<file path="config.mk">
export PLATFORM = sky130hd
export DESIGN_NAME = inst_fetch_ctrl
export DESIGN_NICKNAME = d
export VERILOG_FILES = /design/src/rtl/inst_fetch_ctrl.sv
export SDC_FILE = /design/constraint.sdc
export NUM_CORES = 1
export LEC_CHECK = 0
export BUFFER_PORTS_ARGS = -buffer_cell sky130_fd_sc_hd__clkbuf_2
export CORE_MARGIN = 2
export CORE_UTILIZATION = 47
export CTS_CLUSTER_DIAMETER = 100
export DETAILED_ROUTE_END_ITERATION = 10
export PLACE_DENSITY = 0.84
export SLEW_MARGIN = 20
export SYNTH_ARGS = -nofsm -noshare
export SYNTH_HDL_FRONTEND = slang
export SYNTH_SLANG_ARGS = --single-unit
export TNS_END_PERCENT = 50
</file>
<file path="constraint.sdc">
create_clock -name clk -period 2.4 [get_ports clk]
set_clock_uncertainty 0.1 [all_clocks]
set_input_delay 0.72 -clock clk [delete_from_list [all_inputs] [get_ports clk]]
set_output_delay 0.72 -clock clk [all_outputs]
set_load 0.02 [all_outputs]
</file>
<file path="src/rtl/inst_fetch_ctrl.sv">
// inst_fetch_ctrl
// Instruction-fetch bus sequencer between the PC stage and the instruction
// memory bus. Each PC (cpu_addr qualified by cpu_ce) becomes one single-beat
// bus read. The PC is held through stallreq until the word arrives. The word
// is returned to IF/ID. Pipeline stalls hold the word in a buffer. A flush
// that hits an outstanding read drains that read and discards its data.
//
// Optional feature: define FETCH_TIMEOUT_EN to build a watchdog. The watchdog
// abandons a read that gets no bus_ack within TIMEOUT_CYC cycles.
//
// Ports:
//   clk            clock, rising edge
//   rst            asynchronous reset, active-low
//   stall_ctrl     pipeline stall vector, bit1 = IF/ID stalled
//   flush          pipeline flush (exception redirect)
//   cpu_ce         fetch enable from the PC stage
//   cpu_addr       current PC
//   cpu_rdata      instruction to IF/ID (combinational)
//   stallreq       fetch stall request (combinational)
//   bus_req        bus cycle strobe (registered)
//   bus_addr       bus read address (registered, stable per transaction)
//   bus_ack        bus acknowledge, bus_rdata valid in the same cycle
//   bus_rdata      bus read data
//   fetch_timeout  one-cycle pulse on watchdog expiry (0 without the feature)
module inst_fetch_ctrl #(
  parameter int                ADDR_W      = 32,
  parameter int                DATA_W      = 32,
  parameter logic [DATA_W-1:0] NOP_INST    = '0,
  parameter int                TIMEOUT_CYC = 255
) (
  input  logic              clk,
  input  logic              rst,
  input  logic [5:0]        stall_ctrl,
  input  logic              flush,
  input  logic              cpu_ce,
  input  logic [ADDR_W-1:0] cpu_addr,
  output logic [DATA_W-1:0] cpu_rdata,
  output logic              stallreq,
  output logic              bus_req,
  output logic [ADDR_W-1:0] bus_addr,
  input  logic              bus_ack,
  input  logic [DATA_W-1:0] bus_rdata,
  output logic              fetch_timeout
);

  typedef enum logic [1:0] {
    IDLE  = 2'd0,
    BUSY  = 2'd1,
    HOLD  = 2'd2,
    DRAIN = 2'd3
  } state_t;

  state_t            state;
  state_t            state_next;
  logic [DATA_W-1:0] inst_buf;
  logic [DATA_W-1:0] rdata_c;
  logic              stallreq_c;
  logic              timeout_c;
  logic              load_addr;
  logic              take_buf;
  logic              ack;
  logic              expire;

  // Only the IF/ID bit of the stall vector matters to the fetch stage.
  logic unused_stall;
  assign unused_stall = ^{stall_ctrl[5:2], stall_ctrl[0]};

  // An ack outside a bus cycle is not ours.
  assign ack = bus_ack & bus_req;

`ifdef FETCH_TIMEOUT_EN
  localparam int WD_W = ($clog2(TIMEOUT_CYC + 1) > 8) ? $clog2(TIMEOUT_CYC + 1) : 8;

  logic [WD_W-1:0] wdog;
  logic            in_bus;
  logic            stay_bus;

  assign in_bus   = (state == BUSY) || (state == DRAIN);
  assign stay_bus = (state_next == BUSY) || (state_next == DRAIN);
  // The counter holds 0 in the first bus cycle. Expiry therefore falls in
  // cycle number TIMEOUT_CYC.
  assign expire   = in_bus && !ack && (wdog == WD_W'(TIMEOUT_CYC - 1));

  always_ff @(posedge clk or negedge rst) begin
    if (!rst) begin
      wdog <= '0;
    end else if (in_bus && stay_bus) begin
      wdog <= wdog + 1'b1;
    end else begin
      wdog <= '0;
    end
  end
`else
  assign expire = 1'b0;
`endif

  always_comb begin
    state_next = state;
    stallreq_c = 1'b0;
    rdata_c    = NOP_INST;
    timeout_c  = 1'b0;
    load_addr  = 1'b0;
    take_buf   = 1'b0;
    case (state)
      IDLE: begin
        if (cpu_ce && !flush) begin
          state_next = BUSY;
          stallreq_c = 1'b1;
          load_addr  = 1'b1;
        end
      end
      BUSY: begin
        if (expire) begin
          // Abandon the read and let the pipeline advance with a NOP.
          state_next = IDLE;
          timeout_c  = 1'b1;
        end else if (flush) begin
          if (ack) begin
            state_next = IDLE;
          end else begin
            state_next = DRAIN;
            stallreq_c = 1'b1;
          end
        end else if (ack) begin
          rdata_c    = bus_rdata;
          take_buf   = 1'b1;
          state_next = stall_ctrl[1] ? HOLD : IDLE;
        end else begin
          stallreq_c = 1'b1;
        end
      end
      HOLD: begin
        rdata_c = inst_buf;
        if (flush || !stall_ctrl[1]) begin
          state_next = IDLE;
        end
      end
      DRAIN: begin
        stallreq_c = 1'b1;
        if (expire) begin
          state_next = IDLE;
          timeout_c  = 1'b1;
        end else if (ack) begin
          state_next = IDLE;
        end
      end
      default: state_next = IDLE;
    endcase
  end

  // Reset already forces IDLE. IDLE can still raise stallreq from cpu_ce,
  // so the output is gated by rst as well.
  assign stallreq      = stallreq_c & rst;
  assign cpu_rdata     = rdata_c;
  assign fetch_timeout = timeout_c;

  always_ff @(posedge clk or negedge rst) begin
    if (!rst) begin
      state    <= IDLE;
      bus_req  <= 1'b0;
      bus_addr <= '0;
      inst_buf <= '0;
    end else begin
      state   <= state_next;
      // The strobe stays up exactly while a read is outstanding.
      bus_req <= (state_next == BUSY) || (state_next == DRAIN);
      if (load_addr) begin
        bus_addr <= cpu_addr;
      end
      if (take_buf) begin
        inst_buf <= bus_rdata;
      end
    end
  end

endmodule
</file>
==> flow_summary.yaml <==
run_status:
  status: "finished, violations left"
  violations: "negative setup slack"
placement:
  place.detailed.hpwl_um: 5360
  port_buffers: 135
  place.gp.congestion: 0.767
  place_area_mm2: 0.00416
  place_ws_ns: -0.191
drt:
  wl_per_cell_um: 15.2
  num_vias: 2828
  routed_wl_um: 8510
  ant_nets: 0
  routed_via_density: 5.04
  first_pass_iters: 4
  drt_iter0_markers: 111
  drc: 0
global_route:
  antenna_found_initial: 0
  grt_pass1_vias: 3013
  grt_use_total: 0.235
  gr-total-overflow: 0
  grt_start_max_net_pins: 67
  grt_pass1_wl_um: 13500
timing:
  worst_pin_slew_ns: 0.820
  fmax_mhz: 375
  fin_tns_setup_ns: -7.20
  final.period_utilization: 1.11
  slew_viol_final: 0
  setup_slack_ns: -0.265
  rsz0062_at_grt: "yes"
  slew-limit-headroom: 0.453
  finalSetupViolations: 33
  hold_viol_final: 0
  finalCriticalPeriod_ns: 2.66
synthesis:
  synth_seq_cells: 66
  syn_inst: 303
  synth_top_family_by_area: "simple AND/OR/NAND/NOR gates"
  seq_area_frac_synth: 0.519
  synth-compound-area-share: 0.133
  synthAdderAreaFrac: 0.0197
  synth_cell_types: 27
  syn_avg_cell_area_um2: 10.5
  synth_warnings: 0
  synthesis.nets: 383
  synth-simple-area-share: 0.177
  synth.cell_area_mm2: 0.00318
  synth-xor-area-share: 0
  muxShareOfSynthArea: 0.113
worst_setup_path:
  path_max_fanout: 8
  r2r_slack_ns: 0.63
  end_kind: "output pin"
  start_kind: "register"
  startpoint: "state[1]$_DFF_PN0_"
  crit_type: "register to output pin"
  r2r-start: "state[1]$_DFF_PN0_"
  arrival_ns: 1.84
  reg2reg_depth: 6
  worstPathRequired_ns: 1.58
  r2r-end: "bus_addr[0]$_DFFE_PN0P_"
clocking:
  clkLatencyLatePin_ns: 0.33
  tritoncts: "yes"
  clkSlewWorstSetupHoldPaths_ns: 0.07
  clk_path_buf_depth: 2
  cts.sinks: 66
  cts_root_buf: "clkbuf_8"
  h-tree-depth: 3
  cts_made_buffers: 9
layout:
  final_nets: 559
  num_antenna_cells: 0
  area_delta_synth_final_pct: 51.9
  drive_gt1_frac: 0.603
  design_area_mm2: 0.00483
die:
  initial_core_util: 0.493
  io-pin-count: 142
  die_area_mm2: 0.00744
  die_height_um: 86.3
  core-area_mm2: 0.00646
  die_x_um: 86.3
  placementRows: 29
min_path:
  hold_depth: 2
  hold_start: "inst_buf[16]$_DFFE_PN0P_"
  hold_class: "register to register"
  hold_end: "inst_buf[16]$_DFFE_PN0P_"
power_and_ir_drop:
  p_sw_uw: 2020
  p_int_uw: 3240
  p_clk_frac: 0.154
  switching_share: 0.384
  power.density_mw_per_mm2: 1090
  ir_drop_mv: 0.463
  seq_power_share: 0.377
  total_power_uw: 5270
  leakagePower_uw: 0.00247
  power_frac_comb: 0.469
flow_run:
  maxCapViolCount: 0
==> placed cells by master (no fill, tap or decap), types with 5 or more instances in the layout <==
master,count
a21boi_2,32
buf_12,5
buf_4,53
clkbuf_2,101
clkbuf_8,29
dfrtp_1,65
mux2_2,31
nand2_1,110
nand2_2,9
nand2_4,11
==> worst max path at each step <==
stage,to,cells after the start
after floorplan,cpu_rdata[0],6
after global placement,cpu_rdata[14],6
after detailed placement,cpu_rdata[26],6
after CTS,cpu_rdata[3],8
after global routing,cpu_rdata[5],7
final,cpu_rdata[5],7
==> cell type report <==
| class | instances | area, um^2 |
|---|---|---|
| Tap cell | 77 | 96.3 |
| Multi-Input combinational cell | 217 | 1580 |
| Sequential cell | 66 | 1650 |
| Clock buffer | 11 | 141 |
| Clock inverter | 5 | 30.0 |
| Timing Repair Buffer | 183 | 1330 |
| Fill cell | 430 | 1630 |
| Inverter | 2 | 7.51 |
==> power groups by stage <==
stage | clock network [uW] | registers [uW] | logic [uW]
after floorplan | 0 | 2310 | 1120
after global placement | 0 | 1940 | 2190
after detailed placement | 0 | 1990 | 2250
after CTS | 828 | 1980 | 2410
after global routing | 886 | 2050 | 2700
final | 811 | 1980 | 2470
==> through the flow <==
stage | cells | util | hold WS [ns]
2_1_floorplan | 303 | - | 0.324
3_3_place_gp | 534 | 0.645 | 0.358
3_5_place_dp | 534 | 0.645 | 0.362
4_1_cts | 560 | 0.730 | 0.380
5_1_grt | 561 | 0.748 | 0.417
6_report | 561 | 0.748 | 0.376
==> cells in the mapped netlist (all sizes together) <==
cell type / n / area share
nand2: 130 / 0.15
dfrtp: 66 / 0.52
a21boi: 33 / 0.11
mux2: 32 / 0.11
buf: 9 / 0.024
clkbuf: 9 / 0.011
ha: 5 / 0.020
nor2b: 3 / 0.0059
inv: 2 / 0.0024
nor3b: 2 / 0.0047
o21ai: 2 / 0.0031
a211o: 1 / 0.0031
a21oi: 1 / 0.0016
a221o: 1 / 0.0031
a221oi: 1 / 0.0028
a32o: 1 / 0.0031
and4b: 1 / 0.0031
conb: 1 / 0.0012
nand3b: 1 / 0.0063
nand4b: 1 / 0.0028
o21a: 1 / 0.0024
==> cell families (layout without fill, tap and decap cells) <==
logic type,Yosys count,count (layout)
buffers and inverters,20,201
other,1,1
AO/OA/AOI/OAI,41,41
AND/OR/NAND/NOR,138,138
flip-flops,66,66
adder cells (fa/ha/maj),5,5
multiplexers,32,32
==> per-layer routing <==
metal | vias up | part of all wire | global-route usage
met5 | - | 0 | 0
met4 | 0 | 0.031 | 0.102
met3 | 23 | 0.060 | 0.0448
met2 | 124 | 0.52 | 0.424
met1 | 1336 | 0.39 | 0.273
li1 | 1345 | - | -
==> sequential cells by signal (all words and copies together), names as in the netlist <==
name,flops
state,2
inst_buf,32
bus_addr,32
==> worst max-delay path, stage by stage, from the launching register on <==
cell      delay (ns)
dfrtp_1         0.39
inv_2           0.08
ha_4            0.13
and4b_4         0.33
buf_12          0.17
nand2_1         0.10
a21boi_2        0.15
clkbuf_8        0.16
==> what timing repair did <==
action | 4_1_cts | 5_1_grt
setup endpoints to repair | 33 | 33
hold buffers | 0 | 0
buffers inserted | 8 | 3
resized for setup | 72 | 54
gates cloned | 2 | 1
pin swaps | 8 | 23
No activity file was read; power rests on OpenSTA's default activity.
